--- config.mk ---
export PLATFORM = sky130hd
export DESIGN_NAME = instruction_prefetch_unit
export DESIGN_NICKNAME = d
export VERILOG_FILES = /design/src/rtl/instruction_prefetch_unit.sv
export SDC_FILE = /design/constraint.sdc
export NUM_CORES = 1
export LEC_CHECK = 0
export ABC_CLOCK_PERIOD_IN_PS = 6200
export CORE_MARGIN = 8
export CORE_UTILIZATION = 56
export CTS_CLUSTER_DIAMETER = 150
export DETAILED_ROUTE_END_ITERATION = 10
export GPL_ROUTABILITY_DRIVEN = 0
export MAX_ROUTING_LAYER = met4
export PLACE_DENSITY = 0.87
export SYNTH_ARGS = -nofsm -noshare
export SYNTH_HDL_FRONTEND = slang
export SYNTH_SLANG_ARGS = --single-unit
--- constraint.sdc ---
create_clock -name clk -period 6.2 [get_ports clk]
set_input_delay 1.24 -clock clk [delete_from_list [all_inputs] [get_ports clk]]
set_output_delay 1.24 -clock clk [all_outputs]
set_load 0.05 [all_outputs]
--- src/rtl/instruction_prefetch_unit.sv ---
// instruction_prefetch_unit: pipelined-bus prefetcher feeding decode from a DEPTH-entry FIFO; define IFU_ABORT_TAG_EN to tag aborted fetches and halt fetching until flush
module instruction_prefetch_unit #(
  parameter int DATA_W = 32,
  parameter int ADDR_W = 32,
  parameter int DEPTH = 4,
  parameter logic [ADDR_W-1:0] RESET_PC = '0
) (
  input  logic clk,
  input  logic n_reset,
  output logic [ADDR_W-1:0] mem_addr,
  output logic [1:0] mem_trans,
  input  logic [DATA_W-1:0] mem_rdata,
  input  logic mem_ready,
  input  logic mem_abort,
  input  logic flush_i,
  input  logic [ADDR_W-1:0] flush_addr_i,
  output logic [DATA_W-1:0] instr_o,
  output logic [ADDR_W-1:0] instr_pc_o,
  output logic instr_abort_o,
  output logic instr_valid_o,
  input  logic instr_ready_i,
  output logic [$clog2(DEPTH):0] count_o
);
  localparam int PW = $clog2(DEPTH);
  localparam int CW = PW + 1;
  logic [DATA_W-1:0] data_mem [DEPTH];
  logic [ADDR_W-1:0] pc_mem [DEPTH];
  logic [DEPTH-1:0] abort_mem;
  logic [PW-1:0] rd_ptr, wr_ptr;
  logic [CW-1:0] count, count_nxt;
  logic [1:0] trans_q;
  logic pend_q, stop_q, stop_nxt, accept, complete, wr_en, rd_en, tag, credit;
  logic [DATA_W-1:0] last_instr;
  logic [ADDR_W-1:0] last_pc;
  logic last_abort;
  assign accept = mem_ready & (|trans_q);
  assign complete = mem_ready & pend_q;
  assign wr_en = complete & ~flush_i;
  assign rd_en = instr_valid_o & instr_ready_i;
  assign count_nxt = count + CW'(wr_en) - CW'(rd_en);
`ifdef IFU_ABORT_TAG_EN
  assign tag = mem_abort;
`else
  logic unused_abort;
  assign unused_abort = mem_abort;
  assign tag = 1'b0;
`endif
  assign stop_nxt = stop_q | (complete & tag);
  // a slot is reserved for the fetch about to be accepted as well as for the buffered words
  assign credit = ((count_nxt + CW'(accept)) < CW'(DEPTH)) && !stop_nxt;
  // the first fetch is presented as soon as reset releases; only the reset itself forces idle
  assign mem_trans = n_reset ? trans_q : 2'b00;
  assign instr_valid_o = |count;
  assign count_o = count;
  assign instr_o = instr_valid_o ? data_mem[rd_ptr] : last_instr;
  assign instr_pc_o = instr_valid_o ? pc_mem[rd_ptr] : last_pc;
  assign instr_abort_o = instr_valid_o ? abort_mem[rd_ptr] : last_abort;
  always_ff @(posedge clk) begin
    if (wr_en) begin
      data_mem[wr_ptr] <= mem_rdata;
      pc_mem[wr_ptr] <= mem_addr - ADDR_W'(1);
      abort_mem[wr_ptr] <= tag;
    end
  end
  always_ff @(posedge clk or negedge n_reset) begin
    if (!n_reset) begin
      rd_ptr <= '0;
      wr_ptr <= '0;
      count <= '0;
      trans_q <= 2'b10;
      mem_addr <= RESET_PC;
      pend_q <= 1'b0;
      stop_q <= 1'b0;
      last_instr <= '0;
      last_pc <= '0;
      last_abort <= 1'b0;
    end else begin
      if (instr_valid_o && (rd_en || flush_i)) begin
        last_instr <= instr_o;
        last_pc <= instr_pc_o;
        last_abort <= instr_abort_o;
      end
      if (flush_i) begin
        rd_ptr <= '0;
        wr_ptr <= '0;
        count <= '0;
        pend_q <= 1'b0;
        stop_q <= 1'b0;
        trans_q <= 2'b10;
        mem_addr <= flush_addr_i;
      end else begin
        rd_ptr <= rd_ptr + PW'(rd_en);
        wr_ptr <= wr_ptr + PW'(wr_en);
        count <= count_nxt;
        if (mem_ready) begin
          pend_q <= accept;
          stop_q <= stop_nxt;
          mem_addr <= mem_addr + ADDR_W'(accept);
          trans_q <= credit ? (accept ? 2'b11 : 2'b10) : 2'b00;
        end
      end
    end
  end
endmodule
==> results of run 1 <==
[cells in the final DEF (no fill, tap or decap), types with 5 or more instances in the layout]
cell type,instances
clkbuf_16,41
clkinv_2,5
nor4_1,9
o31ai_1,7
xor2_1,23
buf_4,9
o21ai_0,30
ha_1,6
inv_1,11
nor3_1,11
mux4_2,65
nor2_1,31
nand4_1,14
mux2_2,130
clkbuf_1,5
nand3_1,16
xnor2_1,20
edfxtp_1,260
bufinv_16,9
nand2_1,34
nor2b_1,6
and2_1,7
a31oi_1,16
or3_1,14
or4_1,11
clkdlybuf4s50_1,170
dfrtp_1,104
clkinv_1,5
[kinds of logic (layout without fill, tap and decap cells)]
kind of cell	count (synthesis)	in the layout	synth area share
xor gates and xnor gates	43	43	0.0241
other	0	1	0
AOI/OAI and AO/OA	63	63	0.0235
muxes	197	197	0.188
and+or+nand+nor	187	187	0.0678
DFF	367	367	0.670
adders and majority gates	7	7	0.00608
buffers and inverters	72	266	0.0201
[area by class of cell]
class	count	share of cell area
Clock inverter	22	0.0179
Antenna cell	1	0.000130
Timing Repair Buffer	183	0.0964
Clock buffer	49	0.0566
Inverter	12	0.00235
Sequential cell	367	0.547
Tap cell	378	0.0246
Multi-Input combinational cell	497	0.255
[registers in the layout, indices dropped and copies added, names as in the netlist]
register and cells:
data_mem 128, pc_mem 128, last_instr 32, last_pc 32, mem_addr 32, abort_mem 4
count_o 3, rd_ptr 2, trans_q 2, wr_ptr 2, last_abort 1, pend_q 1
[per-stage QoR]
step,std cells,util
floorplan,936,-
global placement,1437,0.643
detailed placement,1437,0.643
CTS,1508,0.695
global route,1509,0.695
finish,1509,0.695
[power breakdown]
part | leakage (nW) | switching [mW] | total [mW] | internal [mW]
Clock | 0.695 | 0.925 | 2.54 | 1.62
Sequential | 3.59 | 0.288 | 3.23 | 2.94
Combinational | 2.23 | 2.33 | 4.00 | 1.67
Total | 6.52 | 3.54 | 9.77 | 6.23
[synthesized netlist by cell type, types with 15 or more instances]
master	instances	area, um^2
edfxtp_1	260	7810
mux2_2	130	1460
dfrtp_1	106	2650
mux4_2	65	1460
nand2_1	34	128
nor2_1	34	128
clkbuf_1	32	120
o21ai_0	31	155
xor2_1	23	201
xnor2_1	20	175
buf_2	18	90.1
a31oi_1	16	100
nand3_1	16	80.1
or3_1	15	93.8
[worst max-delay path by stage]
stage / to / start / cells past startpoint
final: instr_pc_o[13] / rd_ptr[0] / 4
after global routing: instr_pc_o[14] / rd_ptr[0] / 4
after CTS: instr_pc_o[13] / rd_ptr[0] / 4
after detailed placement: mem_addr[24] / mem_ready / 10
after global placement: mem_addr[24] / mem_ready / 10
after floorplan: data_mem[1][0] / mem_ready / 3
[per-layer routing]
metal | part of all wire | track usage
met5 | 0 | -
met4 | 0.016 | 0.0475
met3 | 0.060 | 0.0410
met2 | 0.51 | 0.353
met1 | 0.42 | 0.257
[critical path, delay by kind of cell (launching register included)]
family	cells	cell delay, ns
buf+inv	2	1.10
flops	1	1.00
mux	2	0.84
==> results.toml, run 1 <==
[run_status]
status = "finished clean"

[critical_path]
critPathMaxStageDelay_ns = 1.00
setup.worst_path.start_class = "flip-flop"
path_max_fanout = 41
worstRegToRegCells = 10
crit_type = "reg -> out"
r2r_slack_ns = 2.86
crit_arrival_ns = 3.47
crit_chain = "buf_12 -> mux4_2 -> mux2_2 -> clkdlybuf4s50_1"
rr_endpoint = "trans_q[0]"
critPathRequiredTime_ns = 4.96
critPathCaptureType = "primary output"
crit_slowest_cell = "dfrtp_4"
r2r_start = "count_o[1]"

[placed_design]
placed_cell_area_um2 = 17800
numPortBuffers = 171
place_ws_ns = 1.83
dp_hpwl_um = 21200

[clock_network]
clockRootBuffer = "clkbuf_16"
h-tree-depth = 2
clk_path_buf_depth = 3
cts.sinks = 367
cts-resized-gates = 0
clk_latency_ns = 0.52
holdBufCountCts = 0
cts_tree = "done"
clkSlewWorstSetupHoldPaths_ns = 0.06
postCtsSetupBuffers = 0
numCtsBuffers = 39

[sta]
skew_ns = 0.0144
finalSetupViolations = 0
layout_min_cycle_time_ns = 4.71
holdWs_ns = 0.499
worstMarginPinSlew_ns = 1.10
grt_setup_unrepaired = "false"
setup_tns_ns = 0
hold_viol_final = 0
fmax_mhz = 212
timing.final.crit_share = 0.760
max_slew_margin = 0.267
drv_slew = 0
layout_setup_ws_ns = 1.49

[yosys]
ys_types = 49
ys_ff_latch = 367
syn_nets = 1013
ys_warn_count = 0
avgSynthCellArea_um2 = 16.7
seq_area_frac_synth = 0.670
syn_inst = 936
netlist_area_um2 = 15700
synthFlopType = "edfxtp_1"
synthArstFlopShare = 0.292
synth-edff-count = 260

[power]
leakage_nw = 6.52
power_mw = 9.77
power_density_nw_per_um2 = 509
vdd.ir_drop.worst_mv = 0.330

[hold_path]
hold-path-cell-count = 1
min_path_type = "reg -> reg"
worstHoldEndpoint = "last_instr[31]"
min_from = "last_instr[31]"

[cells_and_area]
num-fill-cells = 1789
final_layout_size_suffix_gt1_frac = 0.258
final_area_um2 = 19200
syn_to_final_growth_pct = 22.6
multi_input_area_um2 = 4900
finalNetCount = 1177
regArea_um2 = 10500

[grt]
grt_max_degree = 69
track_usage = 0.208
antenna_found_initial = 1
grt_overflow = 0
grt_pass1_wl_um = 52900
grt_pass1_vias = 9561

[die]
die_h_um = 183
initial_core_util = 0.566
boundaryPins = 173
design.die.area_um2 = 33600
die_x_um = 183
fp.coreArea_um2 = 27600
rows = 61

[route]
drc = 0
viasPerCell = 5.87
first_iter_violations = 552
dr_total_vias = 8860
drt_wl_total_um = 33700
dr.pass1.iters = 5
final_antenna_net_count = 0
wire_per_inst_um = 22.3

[job]
cap_violations = 0
(Power assumes the default switching activity.)
==> run 2: changes to the inputs <==
Settings changed: ABC_CLOCK_PERIOD_IN_PS 6200 to 4300, CORE_UTILIZATION 56 to 51, PLACE_DENSITY 0.87 to 0.84.
Clock period 6.2 ns to 4.3 ns, I/O delays scaled along.
==> run 2 against run 1 <==
  * Flip-flop and latch count unchanged
  * Total power increased by 40%
  * Critical path type unchanged
  * Non-clock buffer count increased by 8
  * Core utilization decreased by 6.7 points
==> results.toml, run 2 (synthesis gave the netlist of run 1 again) <==
[route]
viasPerCell = 5.80
dr.pass1.iters = 5
drt_wl_total_um = 34700
wire_per_inst_um = 22.6
dr_total_vias = 8914
drc = 0
final_antenna_net_count = 0
first_iter_violations = 568

[cells_and_area]
reg.largest.list = "data_mem (128), pc_mem (128)"
final_core_util = 0.627
finalNetCount = 1184
syn_to_final_growth_pct = 22.0
final_common_cell = "edfxtp_1"
final_layout_size_suffix_gt1_frac = 0.258
mostFrequentLayoutCells = "260 x edfxtp_1, 169 x clkdlybuf4s50_1, 130 x mux2_2, 104 x dfrtp_1, 65 x mux4_2"
num-fill-cells = 2202

[power]
power_density_nw_per_um2 = 717
clkPwrFrac = 0.240
swShare = 0.368
p_int_mw = 8.65
p_seq_frac = 0.333
power_mw = 13.7
pwr-share-comb = 0.427
leakage_nw = 6.48
vdd.ir_drop.worst_mv = 0.591
p_switching_mw = 5.04

[sta]
drv_slew = 0
setup_tns_ns = 0
max_slew_margin = 0.252
timing.final.crit_share = 0.909
holdWs_ns = 0.152
layout_min_cycle_time_ns = 3.91
skew_ns = 0.0145
grt_setup_unrepaired = "false"
finalSetupViolations = 0
layout_setup_ws_ns = 0.391
fmax_mhz = 256
worstMarginPinSlew_ns = 1.12
hold_viol_final = 0

[clock_network]
numCtsBuffers = 38
clockRootBuffer = "clkbuf_16"
holdBufCountCts = 0
cts-resized-gates = 0
clk_latency_ns = 0.52
cts.sinks = 367
h-tree-depth = 2
postCtsSetupBuffers = 0
clkSlewWorstSetupHoldPaths_ns = 0.06
cts_tree = "done"
clk_path_buf_depth = 3

[hold_path]
min_path_type = "in -> async"

[die]
initial_core_util = 0.514
rows = 64
die_h_um = 191
die_x_um = 191
boundaryPins = 173
design.die.area_um2 = 36500
fp.coreArea_um2 = 30400

[critical_path]
worstSetupStartpoint = "rd_ptr[0]"
crit_type = "reg -> out"
path_max_fanout = 28
critPathRequiredTime_ns = 3.44
r2r_start = "count_o[1]"
crit_arrival_ns = 3.05
critPathCaptureType = "primary output"
setup.worst_path.start_class = "flip-flop"

[placed_design]
dp_hpwl_um = 22000
place_ws_ns = 0.484
numPortBuffers = 171

[grt]
grt_max_degree = 69
track_usage = 0.196
grtUsageMet3 = 0.0447
grtUsageMet2 = 0.324
grt_pass1_wl_um = 53900
grt_overflow = 0
antenna_found_initial = 3
grt_pass1_vias = 9410
gr-max-usage-layer = "met2"
use_met1 = 0.245

[job]
cap_violations = 0

[run_status]
status = "finished clean"
-- run 2: final cells by class --
type	count	area (um^2)	area share
sequential	367	10500	0.550
timing repair buffer	191	1890	0.0991
multi-input combinational	497	4900	0.257
antenna	3	7.51	0.000393
tap	396	495	0.0260
inverter	12	45.0	0.00236
clock buffer	55	1110	0.0581
clock inverter	15	148	0.00773
-- run 2: final timing paths --
path	endpoint	slack [ns]	depth (start not counted)
max	instr_o[2]	0.39	4
min	last_pc[31]	0.15	1
max reg2reg	trans_q[0]	1.01	10
min reg2reg	last_pc[11]	0.50	1
max in group asynchronous	rd_ptr[1]	2.22	3
min in group clk	last_pc[11]	0.50	1
-- run 2: through the flow --
step                cell area (um^2)  std cells
floorplan                      15700        936
global placement               17800       1463
detailed placement             17800       1463
CTS                            19100       1533
global route                   19100       1536
finish                         19100       1536
-- run 2: metal layers --
metal / wire, um / vias to the layer above
met4: 622 / 0
met3: 2710 / 54
met5: 0 / -
met2: 17400 / 320
li1: - / 3987
met1: 14000 / 4553
-- run 2: power by group through the flow --
stage	clock [mW]	combinational (mW)	sequential (mW)
2_1_floorplan	0	4.16	4.60
3_3_place_gp	0	5.85	4.60
3_5_place_dp	0	5.92	4.64
4_1_cts	3.36	5.95	4.56
5_1_grt	3.49	6.14	4.62
6_report	3.28	5.85	4.56
-- run 2: worst max-delay path: stages, from the launching register on --
cell and delay [ns]:
dfrtp_4 0.64, buf_12 0.29, mux4_2 0.55, mux2_2 0.29
clkdlybuf4s50_1 0.72
